==> src/rtl/pre_if_stage_pkg.sv <==
// rtl/pre_if_stage_pkg.sv - shared CPU constants for the pre-IF fetch stage
//
// Purpose : FSM state encoding and reset fetch address used by pre_if_stage.
// Contents: PIF_SEQ / PIF_WAIT_DS / PIF_REDIRECT state constants,
//           CPU_RESET_PC boot vector, PIF_STATE_W state register width.

package pre_if_stage_pkg;

    localparam int PIF_STATE_W = 2;

    // Sequential fetch; also the only state when branch prediction is absent.
    localparam logic [PIF_STATE_W-1:0] PIF_SEQ      = 2'd0;
    // A taken prediction is pending; fetch_pc is the branch delay slot.
    localparam logic [PIF_STATE_W-1:0] PIF_WAIT_DS  = 2'd1;
    // fetch_pc holds the predicted target; back to SEQ once it is handed off.
    localparam logic [PIF_STATE_W-1:0] PIF_REDIRECT = 2'd2;

    localparam logic [31:0] CPU_RESET_PC = 32'hbfc00000;

endpackage

==> src/rtl/pre_if_stage.sv <==
// rtl/pre_if_stage.sv - pre-IF stage: fetch PC generation and instruction request
//
// Purpose : Owns fetch_pc, issues instruction-memory address requests and hands
//           accepted PCs to IF. Follows taken branch predictions after their
//           delay slot and honours EX redirects with top priority.
// Macro   : BRANCH_PREDICT_EN - when defined, bp_* inputs steer fetch through
//           SEQ -> WAIT_DS -> REDIRECT; when undefined, bp_* inputs are ignored
//           and fetch is purely sequential apart from EX redirects.
// Ports   : clk, reset (sync, active-high)
//           if_allowin                          - IF can take a new PC
//           inst_req / inst_addr / inst_addr_ok - instruction-memory address handshake
//           pre_if_to_if_valid / pc_pre_if / adel_pre_if - handoff to IF
//           bp_valid_IF / bp_miss_IF / bp_state_IF / bp_pc_target_IF - IF predictor result
//           ex_redirect_en / ex_redirect_pc     - EX flush / mispredict correction

module pre_if_stage
    import pre_if_stage_pkg::*;
#(
    parameter int                    ADDR_WIDTH = 32,
    parameter logic [ADDR_WIDTH-1:0] RESET_PC   = ADDR_WIDTH'(CPU_RESET_PC)
) (
    input  logic                  clk,
    input  logic                  reset,
    input  logic                  if_allowin,
    output logic                  inst_req,
    output logic [ADDR_WIDTH-1:0] inst_addr,
    input  logic                  inst_addr_ok,
    output logic                  pre_if_to_if_valid,
    output logic [ADDR_WIDTH-1:0] pc_pre_if,
    output logic                  adel_pre_if,
    input  logic                  bp_valid_IF,
    input  logic                  bp_miss_IF,
    input  logic                  bp_state_IF,
    input  logic [ADDR_WIDTH-1:0] bp_pc_target_IF,
    input  logic                  ex_redirect_en,
    input  logic [ADDR_WIDTH-1:0] ex_redirect_pc
);

    logic [ADDR_WIDTH-1:0]  fetch_pc;
    logic [ADDR_WIDTH-1:0]  pending_target;
    logic [PIF_STATE_W-1:0] state;

    logic                   aligned;
    logic                   handoff;
    logic [ADDR_WIDTH-1:0]  seq_pc;

    assign aligned = (fetch_pc[1:0] == 2'b00);
    assign seq_pc  = fetch_pc + ADDR_WIDTH'(4);

    assign inst_req  = if_allowin & ~ex_redirect_en & ~reset & aligned;
    assign inst_addr = fetch_pc;

    // A misaligned PC never reaches memory; it is handed to IF directly so the
    // AdEL exception travels down the pipe with it.
    assign handoff = aligned ? (inst_req & inst_addr_ok)
                             : (if_allowin & ~ex_redirect_en & ~reset);

    assign pre_if_to_if_valid = handoff;
    assign pc_pre_if          = fetch_pc;
    assign adel_pre_if        = ~aligned;

`ifdef BRANCH_PREDICT_EN
    logic bp_take;

    // Only a hit predicted taken, seen while fetching sequentially, starts a redirect.
    assign bp_take = (state == PIF_SEQ) & bp_valid_IF & ~bp_miss_IF & bp_state_IF;

    always_ff @(posedge clk) begin
        if (reset) begin
            fetch_pc       <= RESET_PC;
            pending_target <= '0;
            state          <= PIF_SEQ;
        end else if (ex_redirect_en) begin
            fetch_pc <= ex_redirect_pc;
            state    <= PIF_SEQ;
        end else begin
            case (state)
                PIF_SEQ: begin
                    if (bp_take && handoff) begin
                        // Delay slot leaves this same cycle: jump straight to the target.
                        fetch_pc <= bp_pc_target_IF;
                        state    <= PIF_REDIRECT;
                    end else if (bp_take) begin
                        pending_target <= bp_pc_target_IF;
                        state          <= PIF_WAIT_DS;
                    end else if (handoff) begin
                        fetch_pc <= seq_pc;
                    end
                end
                PIF_WAIT_DS: begin
                    if (handoff) begin
                        fetch_pc <= pending_target;
                        state    <= PIF_REDIRECT;
                    end
                end
                PIF_REDIRECT: begin
                    if (handoff) begin
                        fetch_pc <= seq_pc;
                        state    <= PIF_SEQ;
                    end
                end
                default: state <= PIF_SEQ;
            endcase
        end
    end
`else
    always_ff @(posedge clk) begin
        if (reset) begin
            fetch_pc       <= RESET_PC;
            pending_target <= '0;
            state          <= PIF_SEQ;
        end else if (ex_redirect_en) begin
            fetch_pc <= ex_redirect_pc;
            state    <= PIF_SEQ;
        end else if (handoff) begin
            fetch_pc <= seq_pc;
        end
    end

    // Predictor inputs and the redirect registers have no consumer in this build.
    logic bp_unused;
    assign bp_unused = &{1'b0, bp_valid_IF, bp_miss_IF, bp_state_IF, bp_pc_target_IF,
                         pending_target, state};
`endif

endmodule
==> config.mk <==
export PLATFORM = sky130hd
export DESIGN_NAME = pre_if_stage
export DESIGN_NICKNAME = d
export VERILOG_FILES = /design/src/rtl/pre_if_stage_pkg.sv /design/src/rtl/pre_if_stage.sv
export SDC_FILE = /design/constraint.sdc
export NUM_CORES = 1
export LEC_CHECK = 0
export BUFFER_PORTS_ARGS = -buffer_cell sky130_fd_sc_hd__buf_2
export CORE_MARGIN = 4
export CORE_UTILIZATION = 34
export DETAILED_ROUTE_END_ITERATION = 16
export GPL_TIMING_DRIVEN = 0
export PLACE_DENSITY_LB_ADDON = 0.2
export SKIP_LAST_GASP = 1
export SLEW_MARGIN = 20
export SYNTH_ARGS = -nofsm -noshare
export SYNTH_HDL_FRONTEND = slang
export SYNTH_SLANG_ARGS = --single-unit
==> constraint.sdc <==
create_clock -name clk -period 2 [get_ports clk]
set_input_delay 0.4 -clock clk [delete_from_list [all_inputs] [get_ports clk]]
set_output_delay 0.4 -clock clk [all_outputs]
set_load 0.03 [all_outputs]
==> flow_metrics.tcl, run 1 <==
set metrics [dict create \
    clock-root-buffer "clkbuf_8" \
    fin_crit_ps 1940 \
    dp_hpwl_mm 4.82 \
    criticalPathCategory "in -> out" \
    nNetsFinal 442 \
    cts_buffers 5 \
    grt_pass1_wl_mm 9.87 \
    status "finished, final reports clean" \
    path_cells "buf_2, or2_4, or2_1, buf_2, inv_2, clkbuf_4" \
    max_stage_delay_ps 280 \
    synth_top_cell_area_share_pct 30.1 \
    yosys_warnings 0 \
    routed_wl_mm 6.39 \
    start_util_pct 35.5 \
    fin_cells 445 \
    setup_viol 0 \
    p_per_area_nw_per_um2 630 \
    netlist_instances 256 \
    post-route-period-util_pct 97.2 \
    drv_cap 0 \
    cp-start-kind "primary input" \
    avgSynthCellArea_um2 8.32 \
    worstSkewPairLatency_ps 290 \
    final_layout_size_suffix_gt1_share_pct 45.4 \
    overflow 0 \
    fillCellCount 618 \
    path_max_fanout 7 \
    leakagePower_nw 1.37 \
    syn-num-nets 329 \
    post-route-util_pct 48.0 \
    crit_buf_inv 4 \
    ir_drop_uv 284 \
    ys_top_cells_by_area "dfxtp_1, buf_4, xor2_1" \
    tightest_slew_ps 572 \
    cp_top_family "buffers and inverters" \
    cts_num_sinks 32 \
    first_iter_violations 114 \
    hp-class "in -> reg" \
    arrival_ps 1540 \
    diodes 0 \
    antenna_found_initial 0 \
    worst_setup_path_end_kind "output port" \
    area_growth_pct 35.0 \
    ys_seq_area_share_pct 30.1 \
    cts_buffer_depth 2 \
    timing.fmax_mhz 514 \
    numPlacedInstances 434 \
    synth_area_leader_cell "dfxtp_1" \
    netlist_area_um2 2130 \
    vias_per_cell 4.86 \
    ant_nets 0 \
    port_buffers 103 \
    dr.pass1.iters 4 \
    dieArea_um2 7590 \
    fp.dieH_um 87.1 \
    wl_per_cell_um 14.4 \
    synthArstFlopShare_pct 0 \
    crit_required_ps 1600 \
    ctsHtreeMaxLevel 2 \
    cts_tree "yes" \
    rsz0062_at_grt "true" \
    ctsHoldBuffers 0 \
    hold_ws_ps 339 \
    slew_violations 0 \
    yosys.cell_types.count 51 \
    cp_common_cell "buf_2" \
    grt_max_degree 11 \
    finalPower_mw 1.81 \
    grt_pass1_vias 2043 \
    io_pins 139 \
    fp.dieW_um 87.1 \
    track_usage_pct 16.6 \
    synth-edff-count 0 \
    vias 2161 \
    finalHoldViolations 0 \
    finClkSkew_ps 5.87 \
    gp_congestion 0.830 \
    critPathSlowestCell "or2_4" \
    synthFlopType "dfxtp_1" \
    path_clk_slew_ps 60 \
    remaining_drc_errors 0 \
    largest_register_ffs 32 \
    core-area_um2 5990 \
    ys_seq_elements 32 \
    rows 28 \
    relSlewSlack_pct 61.9 \
]
cell families (layout without fill, tap and decap cells):
| family | Yosys count | count (layout) | share of synthesized area (%) |
|---|---|---|---|
| buffers and inverters | 48 | 162 | 15.0 |
| XOR/XNOR | 21 | 21 | 8.64 |
| AO/OA/AOI/OAI | 45 | 45 | 14.6 |
| flip-flops | 32 | 32 | 30.1 |
| multiplexers | 7 | 7 | 3.35 |
| adder cells (fa/ha/maj) | 1 | 1 | 0.587 |
| AND/OR/NAND/NOR | 102 | 102 | 27.7 |
path summary, 6_finish.rpt:
check                startpoint  depth (start not counted)                 end  slack (ps)
max                       reset                          6  pre_if_to_if_valid          60
min          ex_redirect_pc[25]                          2       inst_addr[25]         340
max reg2reg        inst_addr[2]                          7       inst_addr[26]         120
min reg2reg       inst_addr[26]                          2       inst_addr[26]         560
cell type report:
cell class / instances / area (um^2) / area share, %
clock buffer: 8 / 90.1 / 3.13
inverter: 7 / 26.3 / 0.914
buffer: 41 / 293 / 10.2
tap: 75 / 93.8 / 3.27
multi-input combinational: 176 / 1180 / 41.1
sequential: 32 / 644 / 22.4
timing repair buffer: 106 / 544 / 18.9
power breakdown:
| group | leakage, nW | switching, mW | internal [mW] |
|---|---|---|---|
| clock network | 0.0455 | 0.244 | 0.281 |
| logic | 1.06 | 0.329 | 0.204 |
| registers | 0.266 | 0.0715 | 0.681 |
| total | 1.37 | 0.644 | 1.17 |
worst register-to-register path, delay by kind of cell, from the launching register on:
| family | cells | cell delay [ps] |
|---|---|---|
| AOI/OAI and AO/OA | 1 | 160 |
| buffers and inverters | 1 | 160 |
| and+or+nand+nor | 4 | 870 |
| DFF | 1 | 390 |
| adders and majority gates | 1 | 240 |
cells in the mapped netlist, types with 4 or more instances:
master and n:
buf_4 32, dfxtp_1 32, nor2_1 26, nand2_1 21, xor2_1 16, nand3_1 15, a21oi_1 14, nand4_1 11
a211oi_1 9, clkbuf_1 6, inv_1 6, mux2i_1 6, xnor2_1 5, nor3_1 4, o21a_1 4
cell usage in the layout (no fill, tap or decap), drive strengths merged, types with 3 or more instances in the layout:
master,instances
buf,139
dfxtp,32
nor2,28
nand2,21
xor2,16
nand3,16
clkbuf,16
a21oi,14
nand4,14
a211oi,9
inv,7
mux2i,6
xnor2,5
nor3,5
o21a,4
or2,4
nor4,4
a31oi,3
and3,3
o22ai,3
o21ai,3
routing by layer:
metal	part of all wire [%]	GRT usage, %	routed length [um]
met1	43	21.8	2760
met2	48	27.1	3050
met3	7.9	3.69	504
met4	1.1	5.58	68
met5	0	0	0
metrics by stage:
| stage | instance area [um^2] | setup WS (ps) | setup TNS, ps |
|---|---|---|---|
| after floorplan | 2130 | 4.49 | 0 |
| after global placement | 2740 | -67.5 | -109 |
| after detailed placement | 2740 | -84.4 | -141 |
| after CTS | 2860 | 16.5 | 0 |
| after global routing | 2870 | -12.0 | -12.0 |
| final | 2870 | 55.5 | 0 |
repair_timing:
action | in CTS | in global routing
gates resized for setup | 2 | 7
setup endpoints to repair | 3 | 6
pin swaps | 2 | 0
gates cloned | 0 | 0
buffers inserted | 3 | 0
No activity file was read; power rests on OpenSTA's default activity.
==> run 2: changes to the inputs <==
--- a/config.mk
+++ b/config.mk
@@ -11,6 +11,7 @@
 export DETAILED_ROUTE_END_ITERATION = 16
 export GPL_TIMING_DRIVEN = 0
 export PLACE_DENSITY_LB_ADDON = 0.2
+export REMOVE_ABC_BUFFERS = 1
 export SKIP_LAST_GASP = 1
 export SLEW_MARGIN = 20
 export SYNTH_ARGS = -nofsm -noshare
==> run 2 against run 1 <==
  * Fmax down 0.43%
  * Sequential share of layout area up 2.4 points
  * Non-clock buffer count down 40
  * Setup slack worse by 8.3 ps
  * Critical endpoint unchanged
==> flow_metrics.tcl, run 2 (same netlist as run 1, synthesis figures left out) <==
set metrics [dict create \
    diodes 0 \
    antenna_found_initial 0 \
    cp_common_cell "or2_4" \
    leakagePower_nw 1.20 \
    routed_wl_mm 5.79 \
    cts_num_sinks 32 \
    p_per_area_nw_per_um2 671 \
    crit_required_ps 1600 \
    gp_congestion 0.757 \
    timing.fmax_mhz 512 \
    rsz0062_at_grt "true" \
    path_max_fanout 22 \
    cts_buffer_depth 2 \
    hold_start "ex_redirect_pc[25]" \
    hp-class "in -> reg" \
    max_stage_delay_ps 320 \
    cp_top_family "simple AND/OR/NAND/NOR gates" \
    area_growth_pct 21.7 \
    vias 2008 \
    worst_setup_path_end_kind "output port" \
    finalHoldViolations 0 \
    port_buffers 103 \
    final_cell_mix "buf_2, dfxtp_1, nor2_1, nand2_1, xor2_1" \
    grt_pass1_vias 1864 \
    worstSkewPairLatency_ps 280 \
    track_usage_pct 15.3 \
    ctsHoldBuffers 0 \
    critPathSlowestCell "or2_4" \
    overflow 0 \
    vias_per_cell 4.96 \
    dr.pass1.iters 4 \
    tightest_slew_ps 972 \
    final_layout_size_suffix_gt1_share_pct 40.3 \
    cts_buffers 5 \
    post-route-period-util_pct 97.6 \
    slew_violations 0 \
    ctsHtreeMaxLevel 2 \
    finClkSkew_ps 3.90 \
    drv_cap 0 \
    cts_tree "yes" \
    grt_pass1_wl_mm 9.14 \
    relSlewSlack_pct 35.1 \
    status "finished, final reports clean" \
    cp-start-kind "primary input" \
    layout_commonest_cell "buf_2" \
    largest_register_ffs 32 \
    path_clk_slew_ps 70 \
    r2r_start "inst_addr[2]" \
    crit_buf_inv 3 \
    clock-root-buffer "clkbuf_8" \
    setup_viol 0 \
    arrival_ps 1550 \
    setup_tns_ps 0 \
    path_cells "buf_4, or2_4, or2_4, inv_2, clkbuf_4" \
    grt_max_degree 34 \
    dp_hpwl_mm 4.16 \
    crit_start "ex_redirect_en" \
    ir_drop_uv 364 \
    fp.dieW_um 87.1 \
    first_iter_violations 96 \
    fin_crit_ps 1950 \
    wl_per_cell_um 14.3 \
    rows 28 \
    core-area_um2 5990 \
    start_util_pct 35.5 \
    nNetsFinal 402 \
    ant_nets 0 \
    fp.dieH_um 87.1 \
    numPlacedInstances 393 \
    fin_cells 405 \
    dieArea_um2 7590 \
    remaining_drc_errors 0 \
    post-route-util_pct 43.3 \
    io_pins 139 \
    criticalPathCategory "in -> out" \
]
==> run 2: through the flow <==
step	cell area, um^2	power (mW)	hold WS, ps	worst slack, ps
floorplan	1840	1.05	469	-232
global placement	2450	1.22	529	-229
detailed placement	2450	1.23	537	-229
CTS	2560	1.76	327	-56.2
global route	2590	1.85	323	-3.82
finish	2590	1.74	335	47.2
==> run 2: report_power, final <==
part	leakage, nW	internal (mW)	switching (mW)	total, mW
Sequential	0.266	0.681	0.0676	0.749
Combinational	0.884	0.153	0.312	0.465
Clock	0.0455	0.281	0.244	0.525
Total	1.20	1.11	0.624	1.74
==> run 2: layer usage <==
metal | vias up | share of wire [%] | track usage (%)
li1 | 1020 | - | -
met1 | 920 | 46 | 20.6
met2 | 64 | 47 | 23.7
met3 | 4 | 7.2 | 4.26
met4 | 0 | 0.55 | 4.46
met5 | - | 0 | 0
==> run 2: area by class of cell <==
cell class                      instances  area [um^2]
Sequential cell                        32          643
Tap cell                               75         93.8
Multi-Input combinational cell        176         1180
Inverter                                7         26.3
Fill cell                             649         3400
Clock buffer                            8         90.1
Timing Repair Buffer                  107          557
==> run 2: final timing paths <==
| path | end | cells past startpoint | slack [ps] |
|---|---|---|---|
| setup / recovery | pre_if_to_if_valid | 5 | 50 |
| hold / removal | inst_addr[25] | 2 | 330 |
| setup reg to reg | inst_addr[26] | 7 | 100 |
| hold reg to reg | inst_addr[29] | 2 | 540 |
==> run 2: what timing repair did <==
item,4_1_cts,5_1_grt
endpoints found under the setup margin,3,10
buffers inserted,3,1
pin swaps,2,1
resized for setup,2,8
==> run 3: changes to the inputs <==
--- a/config.mk
+++ b/config.mk
@@ -7,7 +7,7 @@
 export LEC_CHECK = 0
 export BUFFER_PORTS_ARGS = -buffer_cell sky130_fd_sc_hd__buf_2
 export CORE_MARGIN = 4
-export CORE_UTILIZATION = 34
+export CORE_UTILIZATION = 43
 export DETAILED_ROUTE_END_ITERATION = 16
 export GPL_TIMING_DRIVEN = 0
 export PLACE_DENSITY_LB_ADDON = 0.2
==> run 3 against run 2 <==
  * Sequential share of layout area grew 0.18 points
  * Critical path depth is the same
  * Die area down 19%
  * Fmax grew 0.41%
  * First-iteration DRC count fell by 34%
  * Register-to-register slack improved by 20 ps
  * Setup slack improved by 8.0 ps
  * Clock skew grew 4.4 ps
  * Total power down 0.70%
  * Cell count is 2.0% lower
  * Largest power group unchanged
==> flow_metrics.tcl, run 3 (same netlist as run 1, synthesis figures left out) <==
set metrics [dict create \
    status "finished, final reports clean" \
    share_comb_of_total_power_pct 26.7 \
    cp-start-kind "primary input" \
    r2r_slack_ps 120 \
    grt_pass1_vias 1772 \
    p_int_mw 1.11 \
    antenna_found_initial 0 \
    remaining_drc_errors 0 \
    fp.dieH_um 78.4 \
    relSlewSlack_pct 35.4 \
    finalPower_mw 1.73 \
    slew_violations 0 \
    rsz0062_at_grt "true" \
    p_switching_mw 0.613 \
    hold_start "ex_redirect_pc[25]" \
    path_max_fanout 33 \
    setup_viol 0 \
    finClkSkew_ps 8.30 \
    crit_required_ps 1600 \
    dr.pass1.iters 4 \
    largest_register_ffs 32 \
    dp_hpwl_mm 3.80 \
    layout_commonest_cell "buf_2" \
    ctsHtreeMaxLevel 2 \
    drv_cap 0 \
    port_buffers 103 \
    io_pins 139 \
    leakagePower_nw 1.19 \
    vias 2012 \
    r2r_start "inst_addr[2]" \
    tightest_slew_ps 968 \
    sw_frac_of_total_pct 35.5 \
    rr_endpoint "inst_addr[26]" \
    final_layout_size_suffix_gt1_share_pct 40.3 \
    numPlacedInstances 385 \
    ant_nets 0 \
    first_iter_violations 63 \
    final_cell_mix "buf_2, dfxtp_1, nor2_1, nand2_1, xor2_1" \
    start_util_pct 44.8 \
    finalHoldViolations 0 \
    cts_buffers 5 \
    diodes 0 \
    gp_congestion 0.756 \
    ctsHoldBuffers 0 \
    core-area_um2 4750 \
    area_growth_pct 20.9 \
    clkPwrFrac_pct 29.9 \
    setup_tns_ps 0 \
    criticalPathCategory "in -> out" \
    ir_drop_uv 322 \
    path_clk_slew_ps 60 \
    timing.fmax_mhz 514 \
    dieArea_um2 6140 \
    vias_per_cell 5.07 \
    seqPwrFrac_pct 43.3 \
    grt_pass1_wl_mm 8.27 \
    worst_setup_path_end_kind "output port" \
    cts_tree "yes" \
    routed_wl_mm 5.30 \
    arrival_ps 1540 \
    r2r_cells 7 \
    p_per_area_nw_per_um2 671 \
    clock-root-buffer "clkbuf_8" \
    worstSkewPairLatency_ps 290 \
    grt_max_degree 34 \
    cts_num_sinks 32 \
    wl_per_cell_um 13.3 \
    post-route-period-util_pct 97.2 \
    overflow 0 \
    fp.dieW_um 78.4 \
    worstHoldPathCells 2 \
    fin_crit_ps 1940 \
    rows 25 \
    nNetsFinal 402 \
    hp-class "in -> reg" \
    track_usage_pct 16.7 \
    hold_end "inst_addr[25]" \
    cts_buffer_depth 2 \
    fin_cells 397 \
    post-route-util_pct 54.1 \
]
-- run 3: power groups by stage --
stage	Sequential [mW]	Combinational, mW	Clock (mW)
2_1_floorplan	0.924	0.128	0
3_3_place_gp	0.761	0.458	0
3_5_place_dp	0.762	0.460	0
4_1_cts	0.748	0.464	0.529
5_1_grt	0.759	0.493	0.557
6_report	0.748	0.462	0.517
-- run 3: repair_timing --
| item | 4_1_cts | 5_1_grt |
|---|---|---|
| setup endpoints to repair | 3 | 8 |
| pin swaps | 2 | 1 |
| gates resized for setup | 2 | 6 |
| buffers inserted | 3 | 1 |
| cloned | 0 | 0 |
| hold endpoints to repair | 0 | 0 |
-- run 3: worst max-delay path, stage by stage --
cell	delay, ps
buf_4	230
or2_4	310
or2_4	290
inv_2	100
clkbuf_4	200
-- run 3: through the flow --
step	cell area (um^2)	hold slack (ps)	worst slack, ps
after detailed placement	2440	547	-186
after floorplan	1840	469	-232
after global routing	2570	346	-22.1
after global placement	2440	526	-211
final	2570	340	55.1
after CTS	2550	335	-32.1
-- run 3: area by class of cell --
class | count | area (um^2)
well taps | 67 | 83.8
inverters | 7 | 26.3
fillers | 513 | 2180
repair buffers | 107 | 553
multi-input cells | 176 | 1180
flip-flops and latches | 32 | 643
clock buffers | 8 | 90.1
-- run 3: worst max-delay path by stage --
stage               cells after the start    startpoint  slack (ps)            endpoint
global route                            5  inst_addr[4]         -20       inst_addr[25]
detailed placement                      5         reset        -190  pre_if_to_if_valid
floorplan                               6  inst_addr[2]        -230       inst_addr[18]
global placement                        5         reset        -210  pre_if_to_if_valid
finish                                  5         reset          60  pre_if_to_if_valid
CTS                                     5         reset         -30  pre_if_to_if_valid
-- run 3: routing by layer --
| metal | track usage (%) | vias to the layer above | wire, um |
|---|---|---|---|
| li1 | - | 1023 | - |
| met4 | 4.72 | 0 | 52 |
| met5 | 0 | - | 0 |
| met1 | 21.4 | 916 | 2440 |
| met2 | 27.4 | 68 | 2410 |
| met3 | 4.70 | 5 | 400 |
